<file path="src/rtl/parking_time_sched_if.sv">
// Gate-side bus for parking_time_sched: the entry and exit 4-phase handshakes
// and their result fields. The gate controller uses "master"; the scheduler
// uses "slave".
interface parking_time_sched_if #(
  parameter int SLOT_W = 3
) ();
  logic              ent_req;
  logic              ent_ack;
  logic [SLOT_W-1:0] ent_slot;
  logic              ent_full;
  logic              ext_req;
  logic [SLOT_W-1:0] ext_slot;
  logic              ext_ack;
  logic [15:0]       ext_elapsed;
  logic              ext_err;
  logic [15:0]       ext_fee;

  modport master (
    output ent_req, ext_req, ext_slot,
    input  ent_ack, ent_slot, ent_full, ext_ack, ext_elapsed, ext_err, ext_fee
  );

  modport slave (
    input  ent_req, ext_req, ext_slot,
    output ent_ack, ent_slot, ent_full, ext_ack, ext_elapsed, ext_err, ext_fee
  );
endinterface

</file>
<file path="src/rtl/parking_time_sched.sv">
// Parking lot time scheduler: tracks slot occupancy and entry timestamps,
// serves one entry or exit gate handshake at a time, and reports the parked
// time of exiting cars. Ties between the two gates are resolved round-robin.
// Optional feature macro PARK_FEE_EN: when defined, ext_fee carries the
// saturated parking fee; otherwise ext_fee is tied to zero.
module parking_time_sched #(
  parameter int NUM_SLOTS   = 8,
  parameter int SLOT_W      = 3,
  parameter int FEE_PER_MIN = 10,
  parameter int GRACE_MIN   = 5
) (
  input  logic                 clk,
  input  logic                 reset_n,
  input  logic [15:0]          time_now,
  parking_time_sched_if.slave  gate,
  output logic [4:0]           free_cnt
);

  localparam logic [1:0] IDLE      = 2'd0;
  localparam logic [1:0] SERVE_ENT = 2'd1;
  localparam logic [1:0] SERVE_EXT = 2'd2;
  localparam logic [1:0] RELEASE   = 2'd3;

  logic [1:0]           state_q,       state_d;
  logic                 last_ent_q,    last_ent_d;
  logic [NUM_SLOTS-1:0] occ_q,         occ_d;
  logic                 ent_ack_q,     ent_ack_d;
  logic [SLOT_W-1:0]    ent_slot_q,    ent_slot_d;
  logic                 ent_full_q,    ent_full_d;
  logic                 ext_ack_q,     ext_ack_d;
  logic [15:0]          ext_elapsed_q, ext_elapsed_d;
  logic                 ext_err_q,     ext_err_d;
  logic [15:0]          ext_fee_q,     ext_fee_d;
  logic [4:0]           free_cnt_q,    free_cnt_d;

  logic [15:0]          stamp_q [NUM_SLOTS];
  logic                 stamp_we;

  logic                 alloc_found;
  logic [SLOT_W-1:0]    alloc_idx;
  logic [NUM_SLOTS-1:0] alloc_mask;
  logic                 ext_hit;
  logic [15:0]          ext_stamp;
  logic [NUM_SLOTS-1:0] ext_mask;
  logic [15:0]          elapsed;

  function automatic logic [4:0] count_free(input logic [NUM_SLOTS-1:0] occ);
    logic [4:0] c;
    c = 5'(NUM_SLOTS);
    for (int i = 0; i < NUM_SLOTS; i++) begin
      if (occ[i]) c = c - 5'd1;
    end
    return c;
  endfunction

`ifdef PARK_FEE_EN
  function automatic logic [15:0] fee_sat(input logic [15:0] el);
    logic [31:0] prod;
    if (el <= 16'(GRACE_MIN)) return 16'd0;
    prod = 32'(el - 16'(GRACE_MIN)) * 32'(FEE_PER_MIN);
    return (prod > 32'h0000_FFFF) ? 16'hFFFF : prod[15:0];
  endfunction
`endif

  // Lowest-index free slot (scan downward so the lowest index wins last).
  always_comb begin
    alloc_found = 1'b0;
    alloc_idx   = '0;
    alloc_mask  = '0;
    for (int i = NUM_SLOTS - 1; i >= 0; i--) begin
      if (!occ_q[i]) begin
        alloc_found   = 1'b1;
        alloc_idx     = SLOT_W'(i);
        alloc_mask    = '0;
        alloc_mask[i] = 1'b1;
      end
    end
  end

  // Exit slot lookup; indices >= NUM_SLOTS never match and so report an error.
  always_comb begin
    ext_hit   = 1'b0;
    ext_stamp = '0;
    ext_mask  = '0;
    for (int i = 0; i < NUM_SLOTS; i++) begin
      if (gate.ext_slot == SLOT_W'(i) && occ_q[i]) begin
        ext_hit     = 1'b1;
        ext_stamp   = stamp_q[i];
        ext_mask[i] = 1'b1;
      end
    end
    elapsed = time_now - ext_stamp;
  end

  // Arbitration, service and release of the gate handshakes.
  always_comb begin
    state_d       = state_q;
    last_ent_d    = last_ent_q;
    occ_d         = occ_q;
    ent_ack_d     = ent_ack_q;
    ent_slot_d    = ent_slot_q;
    ent_full_d    = ent_full_q;
    ext_ack_d     = ext_ack_q;
    ext_elapsed_d = ext_elapsed_q;
    ext_err_d     = ext_err_q;
    ext_fee_d     = ext_fee_q;
    stamp_we      = 1'b0;
    case (state_q)
      IDLE: begin
        if (gate.ent_req && (!gate.ext_req || !last_ent_q)) begin
          state_d = SERVE_ENT;
        end else if (gate.ext_req) begin
          state_d = SERVE_EXT;
        end
      end
      SERVE_ENT: begin
        ent_ack_d  = 1'b1;
        last_ent_d = 1'b1;
        ent_full_d = !alloc_found;
        ent_slot_d = alloc_found ? alloc_idx : '0;
        if (alloc_found) begin
          occ_d    = occ_q | alloc_mask;
          stamp_we = 1'b1;
        end
        state_d = RELEASE;
      end
      SERVE_EXT: begin
        ext_ack_d  = 1'b1;
        last_ent_d = 1'b0;
        if (ext_hit) begin
          occ_d         = occ_q & ~ext_mask;
          ext_elapsed_d = elapsed;
          ext_err_d     = 1'b0;
`ifdef PARK_FEE_EN
          ext_fee_d     = fee_sat(elapsed);
`else
          ext_fee_d     = '0;
`endif
        end else begin
          ext_elapsed_d = '0;
          ext_err_d     = 1'b1;
          ext_fee_d     = '0;
        end
        state_d = RELEASE;
      end
      default: begin
        // RELEASE: hold results until the served gate withdraws its request.
        if (last_ent_q ? !gate.ent_req : !gate.ext_req) begin
          ent_ack_d     = 1'b0;
          ent_slot_d    = '0;
          ent_full_d    = 1'b0;
          ext_ack_d     = 1'b0;
          ext_elapsed_d = '0;
          ext_err_d     = 1'b0;
          ext_fee_d     = '0;
          state_d       = IDLE;
        end
      end
    endcase
    free_cnt_d = count_free(occ_d);
  end

  // Control, occupancy and result registers.
  always_ff @(posedge clk or negedge reset_n) begin
    if (!reset_n) begin
      state_q       <= IDLE;
      last_ent_q    <= 1'b0;
      occ_q         <= '0;
      ent_ack_q     <= 1'b0;
      ent_slot_q    <= '0;
      ent_full_q    <= 1'b0;
      ext_ack_q     <= 1'b0;
      ext_elapsed_q <= '0;
      ext_err_q     <= 1'b0;
      ext_fee_q     <= '0;
      free_cnt_q    <= 5'(NUM_SLOTS);
    end else begin
      state_q       <= state_d;
      last_ent_q    <= last_ent_d;
      occ_q         <= occ_d;
      ent_ack_q     <= ent_ack_d;
      ent_slot_q    <= ent_slot_d;
      ent_full_q    <= ent_full_d;
      ext_ack_q     <= ext_ack_d;
      ext_elapsed_q <= ext_elapsed_d;
      ext_err_q     <= ext_err_d;
      ext_fee_q     <= ext_fee_d;
      free_cnt_q    <= free_cnt_d;
    end
  end

  // Entry timestamps are pure data, only meaningful while the slot bit is set.
  always_ff @(posedge clk) begin
    for (int i = 0; i < NUM_SLOTS; i++) begin
      if (stamp_we && alloc_mask[i]) stamp_q[i] <= time_now;
    end
  end

  assign gate.ent_ack     = ent_ack_q;
  assign gate.ent_slot    = ent_slot_q;
  assign gate.ent_full    = ent_full_q;
  assign gate.ext_ack     = ext_ack_q;
  assign gate.ext_elapsed = ext_elapsed_q;
  assign gate.ext_err     = ext_err_q;
  assign gate.ext_fee     = ext_fee_q;
  assign free_cnt         = free_cnt_q;

endmodule

</file>
<file path="src/flat_wrapper.sv">
// flat-port wrapper written by rule: the top's interface ports become plain ports
module parking_time_sched_flat 
#(
  parameter int NUM_SLOTS   = 8,
  parameter int SLOT_W      = 3,
  parameter int FEE_PER_MIN = 10,
  parameter int GRACE_MIN   = 5
)
  (clk, reset_n, time_now, free_cnt, gate_ent_req, gate_ext_req, gate_ext_slot, gate_ent_ack, gate_ent_slot, gate_ent_full, gate_ext_ack, gate_ext_elapsed, gate_ext_err, gate_ext_fee);
  parking_time_sched_if #(.SLOT_W(SLOT_W)) gate_i ();
  input  logic clk;
  input  logic reset_n;
  input  logic [15:0] time_now;
  output logic [4:0] free_cnt;
  input wire logic [$bits(gate_i.ent_req)-1:0] gate_ent_req;
  input wire logic [$bits(gate_i.ext_req)-1:0] gate_ext_req;
  input wire logic [$bits(gate_i.ext_slot)-1:0] gate_ext_slot;
  output wire logic [$bits(gate_i.ent_ack)-1:0] gate_ent_ack;
  output wire logic [$bits(gate_i.ent_slot)-1:0] gate_ent_slot;
  output wire logic [$bits(gate_i.ent_full)-1:0] gate_ent_full;
  output wire logic [$bits(gate_i.ext_ack)-1:0] gate_ext_ack;
  output wire logic [$bits(gate_i.ext_elapsed)-1:0] gate_ext_elapsed;
  output wire logic [$bits(gate_i.ext_err)-1:0] gate_ext_err;
  output wire logic [$bits(gate_i.ext_fee)-1:0] gate_ext_fee;
  assign gate_i.ent_req = gate_ent_req;
  assign gate_i.ext_req = gate_ext_req;
  assign gate_i.ext_slot = gate_ext_slot;
  assign gate_ent_ack = gate_i.ent_ack;
  assign gate_ent_slot = gate_i.ent_slot;
  assign gate_ent_full = gate_i.ent_full;
  assign gate_ext_ack = gate_i.ext_ack;
  assign gate_ext_elapsed = gate_i.ext_elapsed;
  assign gate_ext_err = gate_i.ext_err;
  assign gate_ext_fee = gate_i.ext_fee;
  parking_time_sched #(.NUM_SLOTS(NUM_SLOTS), .SLOT_W(SLOT_W), .FEE_PER_MIN(FEE_PER_MIN), .GRACE_MIN(GRACE_MIN)) u_core (.clk(clk), .reset_n(reset_n), .time_now(time_now), .gate(gate_i), .free_cnt(free_cnt));
endmodule
</file>
<file path="config.mk">
export PLATFORM = sky130hd
export DESIGN_NAME = parking_time_sched_flat
export DESIGN_NICKNAME = d
export VERILOG_FILES = /design/src/rtl/parking_time_sched_if.sv /design/src/rtl/parking_time_sched.sv /design/src/flat_wrapper.sv
export SDC_FILE = /design/constraint.sdc
export NUM_CORES = 1
export LEC_CHECK = 0
export CORE_AREA = 10 10 130 132
export DETAILED_ROUTE_END_ITERATION = 10
export DIE_AREA = 0 0 140 142
export PLACE_DENSITY = 0.76
export SLEW_MARGIN = 20
export SYNTH_ARGS = -nofsm -noshare
export SYNTH_HDL_FRONTEND = slang
export SYNTH_SLANG_ARGS = --single-unit
export TNS_END_PERCENT = 100
</file>
<file path="constraint.sdc">
create_clock -name clk -period 6.7 [get_ports clk]
set_clock_uncertainty 0.2 [all_clocks]
set_input_delay 1.34 -clock clk [delete_from_list [all_inputs] [get_ports clk]]
set_output_delay 1.34 -clock clk [all_outputs]
set_load 0.02 [all_outputs]
</file>
# Word level (Yosys, flattened, before mapping)
# Memory sizes are Yosys's and may differ from the RTL's.
# Cells that the tools add are included.
# op_classes
addsub	8
eq_ne	10
muxes	116
n_bitwise	5
reduce_logical	41
# op_table
op	n
two-way mux 16 bit	17
OR reduction 16 bit	7
two-way mux 8 bit	10
one-hot mux 16 bit (2 select lines)	2
two-way mux 1 bit	51
two-way mux 3 bit	17
two-way mux 5 bit	7
subtractor 5 x 1 -> 5 bit, second input constant	6
logical AND 1 bit	17
one-hot mux 8 bit (2 select lines)	1
subtractor 16 bit	1
== test 3 bit, second input constant	4
one-hot mux 1 bit (2 select lines)	5
bitwise AND 8 bit	1
NOT 8 bit	1
OR 8 bit	1
== test 3 x 2 -> 1 bit, second input constant	2
two-way mux 2 bit	3
one-hot mux 3 bit (2 select lines)	1
AND reduction 2 bit	3
nonzero test 2 bit	3
OR reduction 2 bit	3
subtractor 4 x 1 -> 5 bit, second input constant	1
zero test 1 bit	4
other kinds (11)	12
# word_totals
regBits	55
ramBits	128
inputBits	23
output_inout_bits	44
n_memories	1
# memory_table
name	words	word_bits	rd	rd_clocked_by_memory_dff	write_ports	line	rtl
u_core.stamp_q	8	16	8	0	1	parking_time_sched.sv:36	logic [15:0] stamp_q [NUM_SLOTS];

# Depth between registers and ports, before layout
# Gate-level depths: netlist of the first run.
# logic_depth
depth_word	27
mapped_depth	24

# Worst setup path before layout of the first run
# OpenSTA, ideal clock, no wires.
# synth_path
kind	input to register
startpoint	in gate_ext_slot[1]
endpoint	reg u_core.free_cnt_q[4], in the netlist u_core.free_cnt[4]
arrival_ps	6051
required_ps	6372
setup_slack_ps	321
stages	22
n_path_buf	2
cell_sequence	buf_2 > nor4b_2 > clkbuf_1 > o21ai_0 > a22oi_1 > fa_1 > inv_1 > a211oi_1 > a211oi_2 > inv_1 > ha_1 > nand2_1 > o21ai_1 > ha_1 > mux2_2 > ha_1 > mux2_2 > ha_1 > nand2_1 > nor4b_1 > mux2i_1 > xor2_1
# synth_via
elab_chain_len	27
elab_cells_between_ends	50
classes_between	7 x add/sub; 7 x eq/ne; 25 x mux; 2 x bitwise; 9 x reduce/logical
# synth_rtl
element	line	rtl
from (decl)	flat_wrapper.sv:17	input wire logic [$bits(gate_i.ext_slot)-1:0] gate_ext_slot;
zero test 3 bit	parking_time_sched.sv:86	if (gate.ext_slot == SLOT_W'(i) && occ_q[i]) begin
logical AND 1 bit	parking_time_sched.sv:86	
two-way mux 1 bit (8 in a row)	parking_time_sched.sv:86	
two-way mux 8 bit (*)	parking_time_sched.sv:130	if (ext_hit) begin
one-hot mux 8 bit (2 select lines) (*)	parking_time_sched.sv:108	case (state_q)
two-way mux 4 bit	parking_time_sched.sv:51	if (occ[i]) c = c - 5'd1;
subtractor 4 x 1 -> 5 bit	parking_time_sched.sv:51	
two-way mux 5 bit	parking_time_sched.sv:51	
[... 5 more ...]	n/a	
two-way mux 5 bit	parking_time_sched.sv:51	
subtractor 5 x 1 -> 5 bit	parking_time_sched.sv:51	
two-way mux 5 bit	parking_time_sched.sv:51	
subtractor 5 x 1 -> 5 bit	parking_time_sched.sv:51	
two-way mux 5 bit	parking_time_sched.sv:51	
subtractor 5 x 1 -> 5 bit	parking_time_sched.sv:51	
two-way mux 5 bit (*)	parking_time_sched.sv:51	
named net u_core.free_cnt_d[4]	parking_time_sched.sv:34	logic [4:0] free_cnt_q, free_cnt_d;
to (signal assigned)	parking_time_sched.sv:176	free_cnt_q <= 5'(NUM_SLOTS);
to (signal assigned)	parking_time_sched.sv:188	free_cnt_q <= free_cnt_d;
to (decl)	parking_time_sched.sv:34	
# The timed path passes the listed nets; every way through them passes the cells marked *.
# A chain may end at the register's enable or synchronous reset.

# Worst setup path in the final report of the first run
# layout_path
startpoint	in gate_ext_slot[1]
endpoint	reg u_core.free_cnt_q[4], in the netlist u_core.free_cnt[4]
# layout_via
elab_cells_between_ends	50
classes_between	7 x add/sub; 7 x eq/ne; 25 x mux; 2 x bitwise; 9 x reduce/logical
# layout_lines
element	line	rtl
zero test 3 bit	parking_time_sched.sv:86	
logical AND 1 bit	parking_time_sched.sv:86	
two-way mux 1 bit (8 in a row)	parking_time_sched.sv:86	
two-way mux 8 bit (*)	parking_time_sched.sv:130	
one-hot mux 8 bit (2 select lines) (*)	parking_time_sched.sv:108	
named net u_core.occ_d[2]	parking_time_sched.sv:26	logic [NUM_SLOTS-1:0] occ_q, occ_d;
two-way mux 5 bit (*)	parking_time_sched.sv:51	
subtractor 5 x 1 -> 5 bit	parking_time_sched.sv:51	
[... 2 more ...]	n/a	
two-way mux 5 bit (*)	parking_time_sched.sv:51	
subtractor 5 x 1 -> 5 bit	parking_time_sched.sv:51	
two-way mux 5 bit (*)	parking_time_sched.sv:51	
subtractor 5 x 1 -> 5 bit	parking_time_sched.sv:51	
two-way mux 5 bit (*)	parking_time_sched.sv:51	
subtractor 5 x 1 -> 5 bit	parking_time_sched.sv:51	
two-way mux 5 bit (*)	parking_time_sched.sv:51	
named net u_core.free_cnt_d[4]	parking_time_sched.sv:34	
# Marked as above.

==> results.cfg, run 1 <==
[status]
outcome = complete, no violations

[yosys]
netlist_area_um2 = 7790
avgSynthCellArea_um2 = 12.8
synth_seq_cells = 167
seq_area_frac_synth = 0.619
async_flop_share = 0.234
synth.area.top_cells = edfxtp_1 49%, dfrtp_1 12%, ha_1 4.3%, a222oi_1 3.7%, nand2_1 2.5%
synth.top_cell.area_share = 0.494
synth_enable_flop_cells = 128
synth_area_leader_cell = edfxtp_1
synth_ff_type = edfxtp_1
synth_cells = 609
yosysWarnings = 0
synthDistinctLibCells = 74

[timing]
period_minus_slack_ns = 6.07
setup_violations = 0
grt_setup_unrepaired = no
fin_ws_ns = 0.629
maxSlewViolCount = 0
relSlewSlack = 0.327
fin_setup_tns_ns = 0
hold_violations = 0
worst_slew_pin_slew_ns = 1.01
max_freq_mhz = 165
period_share = 0.906

[clocking]
cts_sinks = 167
clk_pin_slew_worst_paths_ns = 0.06
cts_tree = yes
holdBufCountCts = 0
ctsResizeCount = 0
numCtsBuffers = 17
post-cts-setup-buffers = 0
cts_buffer_depth = 2
root_buffer = clkbuf_16
clk_latency_ns = 0.42
ctsHtreeMaxLevel = 4

[final_layout]
fin_nets = 724
area_delta_synth_final_pct = 16.6
fillCellCount = 1036
final-seq-area_um2 = 4820
stdcell_count = 869
fin_util = 0.635
multi_input_comb_area_um2 = 2720
diodes = 0
drive_above_1_share = 0.114

[place]
numPortBuffers = 50
post-place-ws_ns = 0.233
gp_congestion = 0.891
post-place-cells = 837
dp_hpwl_um = 12100

[power]
p_clk_frac = 0.268
vdd_drop_max_mv = 0.205
p_comb_frac = 0.369
pwr-share-seq = 0.363
intPower_uw = 2310
total_power_uw = 3540
powerDensity_nw_per_um2 = 390
p_switching_uw = 1230
sw_frac_of_total = 0.347
leakage_uw = 0.00329

[critical_path]
slowest_delay_ns = 0.66
worstSetupEndpointType = flip-flop
critPathLaunch = gate_ext_slot[1]
cp_common_cell = ha_1
r2r-end = u_core.free_cnt[4]
setup.worst_path.end = u_core.free_cnt[4]
worstPathRequired_ns = 6.80
regToRegStartpoint = u_core.state_q[0]
crit_slowest_cell = fa_1
path_cells = clkdlybuf4s50_1 -> buf_4 -> nor3b_2 -> o22ai_2 -> clkinv_2 -> fa_1 -> inv_1 -> o211a_1 -> a211oi_2 -> inv_1 -> ha_1 -> nand2_1 -> o21ai_1 -> ha_1 -> mux2_2 -> ha_1 -> mux2_2 -> ha_1 -> nand2_1 -> nor4b_1 -> mux2i_1 -> xor2_1
worstSetupPathType = primary input to flip-flop
cp-start-kind = primary input
crit_fanout = 9
r2r_cells = 22
arrival_ns = 6.17
reg2reg_slack_ns = 1.08

[drt]
dr.pass1.iters = 5
first_iter_violations = 665
ant_nets = 0
drcViolationCount = 0
vias = 5320
wl_um = 18300
viasPerCell = 6.12
routedWlPerCell_um = 21.1

[run]
maxCapViolations = 0

[floorplan]
initial_utilization = 0.544
ioPinCount = 67
die_area_um2 = 19900
rows = 44
core_um2 = 14300
die_h_um = 142
fp.dieW_um = 140

[global_route]
grt_pass1_vias = 5398
grt_overflow = 0
grt_max_degree = 40
grt_util_all_layers = 0.181
grt_pass1_wl_um = 28600
antenna_found_initial = 0

[worst_hold_path]
min-delay-path-class = flip-flop to flip-flop
hold_depth = 2
[stage by stage]
step / instance area (um2) / hold WS (ns)
after CTS: 9080 / 0.285
after global routing: 9080 / 0.310
after global placement: 8500 / 0.258
after detailed placement: 8500 / 0.274
after floorplan: 7840 / 0.327
final: 9080 / 0.282
[synthesized netlist by cell type (all sizes together), types with 8 or more instances]
| library cell | instances |
|---|---|
| a21oi | 35 |
| a222oi | 29 |
| a31oi | 17 |
| buf | 28 |
| clkbuf | 15 |
| dfrtp | 38 |
| edfxtp | 128 |
| ha | 27 |
| inv | 18 |
| nand2 | 53 |
| nand3 | 8 |
| nor2 | 39 |
| o21ai | 39 |
| xnor2 | 14 |
| xor2 | 10 |
[registers in the layout, summed over array words and instances (netlist names)]
signal	count
u_core.last_ent_q	1
u_core.gate.ext_err	1
u_core.free_cnt	5
u_core.stamp_q	128
u_core.gate.ext_elapsed	16
u_core.gate.ent_ack	1
u_core.occ_q	8
u_core.state_q	2
u_core.gate.ent_full	1
u_core.gate.ent_slot	3
u_core.gate.ext_ack	1
[cells in the final DEF, fill, tap and decap left out, types with 3 or more instances in the layout]
master / synthesis / routed
a211oi_1: 5 / 5
dfrtp_1: 38 / 38
a31oi_1: 17 / 17
nor3_1: 4 / 4
nor2_1: 38 / 38
o21bai_1: 4 / 4
xnor2_1: 14 / 14
clkdlybuf4s50_1: 0 / 49
clkbuf_8: 0 / 4
a22oi_1: 3 / 3
and2_1: 4 / 4
xor2_1: 10 / 10
a21oi_1: 35 / 35
nand3_1: 8 / 8
buf_4: 17 / 22
nand2_1: 52 / 52
o21ai_1: 4 / 4
clkinvlp_4: 0 / 3
a21o_1: 6 / 6
a222oi_1: 29 / 29
nand3b_1: 3 / 3
a21boi_0: 4 / 4
nand2b_1: 5 / 5
ha_1: 27 / 27
inv_1: 18 / 18
a22o_1: 3 / 3
nor2b_1: 4 / 4
clkbuf_16: 0 / 17
o21ai_0: 34 / 34
inv_6: 0 / 4
edfxtp_1: 128 / 128
o31ai_1: 7 / 7
clkbuf_1: 15 / 3
mux2i_1: 5 / 5
nand4_1: 4 / 4
mux2_2: 5 / 5
conb_1: 1 / 16
[power by group through the flow]
stage	registers (uW)	logic [uW]	clock network [uW]
2_1_floorplan	1330	898	0
3_3_place_gp	1300	1230	0
3_5_place_dp	1300	1300	0
4_1_cts	1280	1300	955
5_1_grt	1290	1450	1000
6_report	1290	1310	947
[layout make-up]
| class | instances | area share |
|---|---|---|
| inverter | 19 | 0.00799 |
| timing repair buffer | 72 | 0.0727 |
| tap | 184 | 0.0253 |
| sequential | 167 | 0.531 |
| multi-input combinational | 395 | 0.299 |
| clock buffer | 24 | 0.0541 |
| clock inverter | 8 | 0.00964 |
[worst max-delay path, delay by kind of cell]
kind	cells	cell delay (ns)
AOI/OAI and AO/OA	4	0.67
xor gates and xnor gates	1	0.16
adders and majority gates	5	1.68
buffers and inverters	5	1.06
muxes	3	0.60
and+or+nand+nor	4	0.64
[cells by family (layout without fill, tap and decap cells)]
kind of cell / after synthesis / count (layout) / synth area share
AO/OA/AOI/OAI: 169 / 169 / 0.152
flip-flops: 167 / 167 / 0.619
AND/OR/NAND/NOR: 146 / 146 / 0.0948
buffers and inverters: 62 / 123 / 0.0411
adder cells (fa/ha/maj): 29 / 29 / 0.0485
XOR/XNOR: 24 / 24 / 0.0270
multiplexers: 11 / 11 / 0.0165
other: 1 / 16 / 0.000482
[routing by layer]
metal | vias up | part of all wire | GRT usage
met5 | - | 0 | 0
met4 | 0 | 0.016 | 0.0668
met3 | 29 | 0.077 | 0.0487
met2 | 231 | 0.49 | 0.302
met1 | 2632 | 0.41 | 0.222
li1 | 2428 | - | -
[how the worst min path moves through the flow]
| stage | slack [ns] | endpoint | start |
|---|---|---|---|
| 6_report | 0.28 | u_core.gate.ext_elapsed[0] | u_core.gate.ext_elapsed[0] |
| 3_3_place_gp | 0.26 | u_core.gate.ext_ack | u_core.gate.ext_ack |
| 3_5_place_dp | 0.27 | u_core.gate.ext_elapsed[5] | u_core.gate.ext_elapsed[5] |
| 2_1_floorplan | 0.33 | u_core.last_ent_q | u_core.last_ent_q |
| 5_1_grt | 0.31 | u_core.gate.ext_elapsed[8] | u_core.gate.ext_elapsed[8] |
| 4_1_cts | 0.28 | u_core.gate.ext_elapsed[0] | u_core.gate.ext_elapsed[0] |
(Power assumes the default switching activity.)
==> run 2: changes to the inputs <==
Settings changed: CORE_AREA 10 10 130 132 to 10 10 127 129, DIE_AREA 0 0 140 142 to 0 0 137 139, PLACE_DENSITY 0.76 to 0.79.
==> run 2 against run 1 <==
Against the previous run: first-iteration DRC count grew 12%; power shrank 0.80%; non-clock buffer count is the same; die area shrank 4.2%; critical path type unchanged; core utilization grew 2.8 points; maximum frequency shrank 0.76%; register-to-register slack lost 0.07 ns; worst hold slack lost 0.0048 ns.
==> results.cfg, run 2 (synthesis results as in run 1) <==
[status]
outcome = complete, no violations

[critical_path]
crit_fanout = 6
worstPathRequired_ns = 6.80
worstSetupEndpointType = flip-flop
worstSetupPathType = primary input to flip-flop
cp-start-kind = primary input
arrival_ns = 6.22

[floorplan]
core_um2 = 13700
die_area_um2 = 19000
rows = 43
initial_utilization = 0.570
fp.dieW_um = 137
ioPinCount = 67
die_h_um = 139

[power]
vdd_drop_max_mv = 0.204
powerDensity_nw_per_um2 = 388
leakage_uw = 0.00328

[global_route]
grt_overflow = 0
grt_max_degree = 40
grt_util_all_layers = 0.195
grt_pass1_wl_um = 28600
antenna_found_initial = 0
grt_pass1_vias = 5264

[clocking]
cts_tree = yes
cts_buffer_depth = 2
holdBufCountCts = 0
numCtsBuffers = 17
post-cts-setup-buffers = 0
clk_pin_slew_worst_paths_ns = 0.06
ctsResizeCount = 0
clk_latency_ns = 0.42
cts_sinks = 167
ctsHtreeMaxLevel = 4
root_buffer = clkbuf_16

[timing]
fin_ws_ns = 0.583
period_minus_slack_ns = 6.12
maxSlewViolCount = 0
worst_slew_pin_slew_ns = 1.01
hold_violations = 0
max_freq_mhz = 163
fin_setup_tns_ns = 0
relSlewSlack = 0.328
setup_violations = 0
grt_setup_unrepaired = no
period_share = 0.913

[final_layout]
stdcell_count = 865
area_delta_synth_final_pct = 16.3
fin_nets = 724
diodes = 0
drive_above_1_share = 0.115
regMostFlops = u_core.stamp_q
largest_reg_flops = 128
layout_commonest_cell = edfxtp_1
final_cell_mix = 128 x edfxtp_1, 52 x nand2_1, 49 x clkdlybuf4s50_1
fin_util = 0.663

[drt]
first_iter_violations = 746
wl_um = 18500
vias = 5381
viasPerCell = 6.22
routedWlPerCell_um = 21.3
drcViolationCount = 0
dr.pass1.iters = 6
ant_nets = 0

[run]
maxCapViolations = 0

[place]
post-place-ws_ns = 0.250
dp_hpwl_um = 12300
numPortBuffers = 50
gp_congestion = 0.875
post-place-cells = 833

[worst_hold_path]
min-delay-path-class = flip-flop to flip-flop
run 2: cell types whose count changed in the layout (fill, tap and decap cells not counted):
cell,before,now
clkinv_1,0,1
clkbuf_8,4,0
clkinvlp_4,3,2
clkbuf_1,3,1
inv_8,0,1
inv_6,4,2
clkinv_2,1,4
clkinv_4,0,4
run 2: path summary, 6_finish.rpt:
check	start	end	slack, ns	cells past startpoint
worst min register to register	u_core.gate.ent_full	u_core.gate.ent_full	0.28	2
worst max-delay path	gate_ext_slot[2]	u_core.free_cnt[4]	0.58	22
worst min-delay path	u_core.gate.ent_full	u_core.gate.ent_full	0.28	2
min in group asynchronous	reset_n	u_core.free_cnt[1]	0.87	1
worst max register to register	u_core.state_q[1]	u_core.free_cnt[4]	1.01	22
max in group asynchronous	reset_n	u_core.gate.ext_elapsed[10]	4.79	1
run 2: area by class of cell:
class / instances / area, um2
inverter: 19 / 72.6
clock buffer: 18 / 429
timing repair buffer: 72 / 661
sequential: 167 / 4820
fill: 1007 / 4610
clock inverter: 14 / 128
tap: 180 / 225
multi-input combinational: 395 / 2720
run 2: worst max-delay path: stages:
cell,delay [ns]
clkdlybuf4s50_1,0.54
nor4bb_2,0.37
o21ai_0,0.12
and2_1,0.20
a21oi_1,0.21
fa_1,0.54
inv_1,0.13
a211oi_1,0.06
a211oi_2,0.26
inv_1,0.10
ha_1,0.29
nand2_1,0.06
o21ai_1,0.08
ha_1,0.31
mux2_2,0.30
ha_1,0.28
mux2_2,0.17
ha_1,0.14
nand2_1,0.09
nor4b_1,0.33
mux2i_1,0.13
xor2_1,0.15
run 2: report_power, final:
part	total (uW)	internal [uW]	switching [uW]
clock network	920	514	406
registers	1290	1230	56.2
logic	1310	524	782
run 2: metrics by stage:
| step | instance area [um2] | total power [uW] | hold slack, ns |
|---|---|---|---|
| floorplan | 7840 | 2230 | 0.327 |
| global placement | 8500 | 2520 | 0.258 |
| detailed placement | 8500 | 2590 | 0.261 |
| CTS | 9060 | 3500 | 0.281 |
| global route | 9060 | 3700 | 0.294 |
| finish | 9060 | 3510 | 0.277 |
run 2: metal layers:
layer	track usage	routed length (um)
met4	0.0733	409
met5	0	0
met1	0.238	7070
met3	0.0446	1780
met2	0.326	9200
==> run 3: changes to the inputs <==
Settings changed: CTS_CLUSTER_SIZE from default to 8.
==> results of run 3 <==
No change in the layout: final DEF, timing and power equal those of run 2.
